--- src/rtl/jt12_eg_state.sv ---
// Envelope state store and key-event sequencer for the 24 FM operator slots.
// It walks one slot per clk_en and holds the loop-back envelope state, the SSG flag and the key history.
module jt12_eg_state (
    input  logic       rst,
    input  logic       clk,
    input  logic       clk_en,
    input  logic       kon_we,
    input  logic [2:0] kon_ch,
    input  logic [3:0] kon_op,
    input  logic [2:0] state_next,
    input  logic       ssg_inv_next,
    output logic [4:0] slot,
    output logic       zero,
    output logic [2:0] state_in,
    output logic       ssg_inv_in,
    output logic       keyon_now,
    output logic       keyoff_now
);

    logic [4:0]  slot_q, slot_d;
    logic [23:0] kon_req_q, kon_req_d;
    logic [23:0] key_prev_q;
    logic [23:0] inv_mem_q;
    logic [2:0]  st_mem_q [24];

    logic [2:0]  ch_idx;
    logic        ch_valid;

    // Channel codes 4..6 address the second group of three channels; low bits 11 are unused codes.
    always_comb begin
        ch_valid = (kon_ch[1:0] != 2'd3);
        ch_idx   = kon_ch[2] ? ({1'b0, kon_ch[1:0]} + 3'd3) : {1'b0, kon_ch[1:0]};
    end

    always_comb begin
        kon_req_d = kon_req_q;
        if (kon_we && ch_valid) begin
            for (int k = 0; k < 4; k++) begin
                kon_req_d[5'(k * 6) + {2'b00, ch_idx}] = kon_op[k];
            end
        end
    end

    always_comb begin
        slot_d = (slot_q == 5'd23) ? 5'd0 : slot_q + 5'd1;
    end

    always_ff @(posedge clk or posedge rst) begin
        if (rst) begin
            kon_req_q <= '0;
        end else begin
            kon_req_q <= kon_req_d;
        end
    end

    // key_prev samples the pre-edge request, so a write on the retiring edge waits a full rotation.
    always_ff @(posedge clk or posedge rst) begin
        if (rst) begin
            slot_q     <= '0;
            key_prev_q <= '0;
            inv_mem_q  <= '0;
            for (int i = 0; i < 24; i++) begin
                st_mem_q[i] <= '0;
            end
        end else if (clk_en) begin
            st_mem_q[slot_q]   <= state_next;
            inv_mem_q[slot_q]  <= ssg_inv_next;
            key_prev_q[slot_q] <= kon_req_q[slot_q];
            slot_q             <= slot_d;
        end
    end

    assign slot       = slot_q;
    assign zero       = (slot_q == 5'd0);
    assign state_in   = st_mem_q[slot_q];
    assign ssg_inv_in = inv_mem_q[slot_q];
    assign keyon_now  = kon_req_q[slot_q] & ~key_prev_q[slot_q];
    assign keyoff_now = ~kon_req_q[slot_q] & key_prev_q[slot_q];

endmodule
--- config.mk ---
export PLATFORM = sky130hd
export DESIGN_NAME = jt12_eg_state
export DESIGN_NICKNAME = d
export VERILOG_FILES = /design/src/rtl/jt12_eg_state.sv
export SDC_FILE = /design/constraint.sdc
export NUM_CORES = 1
export LEC_CHECK = 0
export ABC_AREA = 1
export CAP_MARGIN = 30
export CORE_ASPECT_RATIO = 2
export CORE_MARGIN = 4
export CORE_UTILIZATION = 30
export DETAILED_ROUTE_END_ITERATION = 7
export SKIP_CTS_REPAIR_TIMING = 1
export SLEW_MARGIN = 10
export SYNTH_ARGS = -nofsm -noshare
export SYNTH_HDL_FRONTEND = slang
export SYNTH_SLANG_ARGS = --single-unit
--- constraint.sdc ---
create_clock -name clk -period 5.4 [get_ports clk]
set_clock_uncertainty 0.15 [all_clocks]
set_input_delay 1.08 -clock clk [delete_from_list [all_inputs] [get_ports clk]]
set_output_delay 1.08 -clock clk [all_outputs]
set_load 0.01 [all_outputs]
==> impl_metrics.xml <==
<?xml version="1.0" encoding="UTF-8"?>
<metrics>
  <group name="sta">
    <metric name="worst_slew_pin_slew" unit="ns">0.849</metric>
    <metric name="setup_ws" unit="ns">1.11</metric>
    <metric name="finalWorstPathRequiredPeriod" unit="ns">4.29</metric>
    <metric name="setup_violations_final" unit="">0</metric>
    <metric name="final_max_slew_viol_count" unit="">0</metric>
    <metric name="fin_crit_sh" unit="%">79.5</metric>
    <metric name="final_hold_violation_count" unit="">0</metric>
    <metric name="setup_tns" unit="ns">0</metric>
    <metric name="rsz0062_at_grt" unit="">no</metric>
    <metric name="slew_headroom" unit="%">43.3</metric>
    <metric name="achievable-frequency" unit="MHz">233</metric>
  </group>
  <group name="grt">
    <metric name="first_pass_grt_wire_length" unit="um">37700</metric>
    <metric name="global_route.usage.met3" unit="%">2.85</metric>
    <metric name="globalRoute.busiestLayer" unit="">met2</metric>
    <metric name="grt.total_usage" unit="%">15.9</metric>
    <metric name="number_of_global_route_vias_before_repair" unit="">6952</metric>
    <metric name="largest_net_degree_at_the_start_of_global_routing" unit="">78</metric>
    <metric name="grt_antenna_before_repair" unit="">0</metric>
    <metric name="gr-usage-met1" unit="%">15.9</metric>
    <metric name="grt_util_met2" unit="%">28.7</metric>
    <metric name="globalRouteOverflowTotal" unit="">0</metric>
  </group>
  <group name="floorplan">
    <metric name="num_rows" unit="">85</metric>
    <metric name="fp.coreArea" unit="um^2">26900</metric>
    <metric name="floorplan.die.height" unit="um">242</metric>
    <metric name="pin_count" unit="">27</metric>
    <metric name="start_util" unit="%">30.4</metric>
    <metric name="die_x" unit="um">125</metric>
    <metric name="die_area" unit="um^2">30100</metric>
  </group>
  <group name="pwr">
    <metric name="max-vdd-ir-drop" unit="uV">273</metric>
    <metric name="leakagePower" unit="uW">0.00417</metric>
    <metric name="power.density" unit="nW/um^2">560</metric>
  </group>
  <group name="clock_network">
    <metric name="number_of_sinks_on_the_clock_net" unit="">149</metric>
    <metric name="insertion_delay" unit="ns">0.44</metric>
    <metric name="tritoncts_clock_tree" unit="">done</metric>
    <metric name="clk_pin_slew" unit="ns">0.06</metric>
    <metric name="root_buffer" unit="">sky130_fd_sc_hd__clkbuf_16</metric>
    <metric name="h-tree-depth" unit="">4</metric>
    <metric name="clock_tree.buffer_depth" unit="">2</metric>
    <metric name="cts_inserted_buffers" unit="">17</metric>
  </group>
  <group name="place">
    <metric name="post-place-ws" unit="ns">1.57</metric>
    <metric name="dp.final_hpwl" unit="um">17200</metric>
    <metric name="place_inst" unit="">1403</metric>
    <metric name="globalplace.congestion" unit="">0.886</metric>
    <metric name="port-buffer-count" unit="">26</metric>
  </group>
  <group name="setup_path">
    <metric name="critical_path.max_fanout" unit="">58</metric>
    <metric name="crit_type" unit="">reg -&gt; out</metric>
    <metric name="timing.critical_path.to_type" unit="">output pin</metric>
    <metric name="critical_path.startpoint_type" unit="">register</metric>
    <metric name="timing.critical_path.arrival" unit="ns">3.06</metric>
    <metric name="critPathRequiredTime" unit="ns">4.17</metric>
  </group>
  <group name="detailed_routing">
    <metric name="antenna_violating_nets_post_route" unit="">0</metric>
    <metric name="detailedRoute.firstPassIterationCount" unit="">5</metric>
    <metric name="route.detailed.vias_per_inst" unit="">4.93</metric>
    <metric name="drt_drc_violations_left" unit="">0</metric>
    <metric name="iteration_0_drc_count_of_the_detailed_router" unit="">447</metric>
    <metric name="total_wire_length" unit="um">23700</metric>
    <metric name="routed_wire_length_per_instance" unit="um">16.5</metric>
    <metric name="vias" unit="">7070</metric>
  </group>
  <group name="outcome">
    <metric name="run_status" unit="">finished, final reports clean</metric>
  </group>
  <group name="final_layout">
    <metric name="layoutNonFillerInstCount" unit="">1435</metric>
    <metric name="layout-area-overhead-vs-synth" unit="%">13.4</metric>
    <metric name="antennaDiodeCount" unit="">0</metric>
    <metric name="fin_nets" unit="">1100</metric>
    <metric name="ratio_of_cells_with_drive_above_1_in_the_final_layout" unit="%">11.0</metric>
    <metric name="fillers" unit="">2821</metric>
    <metric name="postLayoutCoreUtil" unit="%">34.5</metric>
  </group>
  <group name="synthesis">
    <metric name="yosysUniqueCellTypes" unit="">34</metric>
    <metric name="synth_commonest_cells" unit="">299 x sky130_fd_sc_hd__nand2_1, 149 x sky130_fd_sc_hd__dfrtp_1, 115 x sky130_fd_sc_hd__o21ai_0, 94 x sky130_fd_sc_hd__inv_1, 89 x sky130_fd_sc_hd__nor2_1</metric>
    <metric name="postSynthAreaPerCell" unit="um^2">7.69</metric>
    <metric name="post_synth_inst_count" unit="">1064</metric>
    <metric name="seq_area_frac_synth" unit="%">45.6</metric>
    <metric name="synth-edff-count" unit="">0</metric>
    <metric name="async_reset_ff_share" unit="%">100</metric>
    <metric name="synth_seq_cells" unit="">149</metric>
    <metric name="mappedNetlistArea" unit="um^2">8180</metric>
    <metric name="post-synth-top-area-cell" unit="">sky130_fd_sc_hd__dfrtp_1</metric>
    <metric name="post_synth_main_area_contributors" unit="">sky130_fd_sc_hd__dfrtp_1 46%, sky130_fd_sc_hd__nand2_1 14%, sky130_fd_sc_hd__o21ai_0 7.0%</metric>
    <metric name="synth_most_common_cell" unit="">sky130_fd_sc_hd__nand2_1</metric>
    <metric name="synthesis.nets" unit="">1090</metric>
    <metric name="yosys.area.top_type_share" unit="%">45.6</metric>
    <metric name="yosysWarnings" unit="">0</metric>
    <metric name="synth_top_flop_cell" unit="">sky130_fd_sc_hd__dfrtp_1</metric>
  </group>
  <group name="min_path">
    <metric name="hold_path.class" unit="">reg -&gt; reg</metric>
  </group>
  <group name="flow_run">
    <metric name="cap_viol_max_count" unit="">0</metric>
  </group>
</metrics>
## layer usage
layer | wire [um] | up-vias
li1 | - | 3442
met1 | 8570 | 3378
met2 | 12400 | 169
met3 | 809 | 81
met4 | 1860 | 0
met5 | 0 | -
## where the power goes
part / switching [uW] / internal (uW)
clock network: 492 / 786
logic: 1380 / 687
registers: 278 / 1580
total: 2150 / 3050
## kinds of logic after synthesis
family,after synthesis,share of synthesized area (%)
flip-flops,149,45.6
buffers and inverters,156,8.84
XOR/XNOR,1,0.107
AND/OR/NAND/NOR,513,28.7
AO/OA/AOI/OAI,234,15.1
adder cells (fa/ha/maj),11,1.68
## flip-flops by register name, indices dropped and copies added (netlist names)
signal,count
kon_req_q,24
inv_mem_q,24
key_prev_q,24
st_mem_q,72
slot,5
## worst paths after layout
kind                                       end  slack (ns)  cells past startpoint     startpoint
worst max-delay path                 keyon_now        1.11                     10        slot[0]
worst min-delay path             key_prev_q[8]        0.33                      2  key_prev_q[8]
worst max register to register   inv_mem_q[18]        2.83                      7        slot[1]
worst min register to register   key_prev_q[8]        0.33                      2  key_prev_q[8]
max in group asynchronous       key_prev_q[23]        3.27                      3            rst
min in group asynchronous         st_mem_q[14]        0.97                      2            rst
## worst max-delay path, stage by stage, from the launching register on
cell	delay [ns]
sky130_fd_sc_hd__dfrtp_2	0.43
sky130_fd_sc_hd__inv_4	0.45
sky130_fd_sc_hd__nand2_1	0.12
sky130_fd_sc_hd__nand2_1	0.10
sky130_fd_sc_hd__nand2_1	0.05
sky130_fd_sc_hd__nand3_1	0.09
sky130_fd_sc_hd__nand3_1	0.13
sky130_fd_sc_hd__nand2_4	0.38
sky130_fd_sc_hd__nand2_1	0.09
sky130_fd_sc_hd__nor2_1	0.19
sky130_fd_sc_hd__clkdlybuf4s50_1	0.57
## stage by stage
step | hold WS [ns] | power, uW | cell area, um^2
after floorplan | 0.298 | 3330 | 8180
after global placement | 0.312 | 3910 | 8650
after detailed placement | 0.315 | 3940 | 8650
after CTS | 0.333 | 5220 | 9280
after global routing | 0.347 | 5570 | 9280
final | 0.331 | 5200 | 9280
## cell usage in the layout, fill, tap and decap left out, types with 2 or more instances in the layout
cell type                           n
sky130_fd_sc_hd__nand2_1          299
sky130_fd_sc_hd__nand3_2           21
sky130_fd_sc_hd__dfrtp_2            2
sky130_fd_sc_hd__inv_6              3
sky130_fd_sc_hd__o21ai_1           42
sky130_fd_sc_hd__ha_1              11
sky130_fd_sc_hd__nand2_2            4
sky130_fd_sc_hd__o21ai_0          115
sky130_fd_sc_hd__bufinv_16          4
sky130_fd_sc_hd__clkbuf_16         17
sky130_fd_sc_hd__nor2_1            89
sky130_fd_sc_hd__o21a_1             5
sky130_fd_sc_hd__nor2_4            16
sky130_fd_sc_hd__a21oi_1           52
sky130_fd_sc_hd__clkinv_2           3
sky130_fd_sc_hd__nand3_1           60
sky130_fd_sc_hd__dfrtp_1          147
sky130_fd_sc_hd__o211ai_1          14
sky130_fd_sc_hd__o22ai_1            3
sky130_fd_sc_hd__clkbuf_1           2
sky130_fd_sc_hd__clkinvlp_4         2
sky130_fd_sc_hd__inv_4              2
sky130_fd_sc_hd__clkdlybuf4s50_1   26
sky130_fd_sc_hd__inv_1             93
sky130_fd_sc_hd__buf_4              9
sky130_fd_sc_hd__nor3_1             4
sky130_fd_sc_hd__nor2_2            14
sky130_fd_sc_hd__nor2_8             2
sky130_fd_sc_hd__inv_2             16
## final cells by class
class                           instances  area, um^2  share of cell area, %
Sequential cell                       149        3730                   40.2
Clock buffer                           20         447                   4.81
Timing Repair Buffer                   35         328                   3.53
Multi-Input combinational cell        759        3730                   40.2
Tap cell                              348         435                   4.69
Inverter                              112         430                   4.64
Clock inverter                         12         176                   1.90
Note: power is estimated with default switching activity, not from simulation.
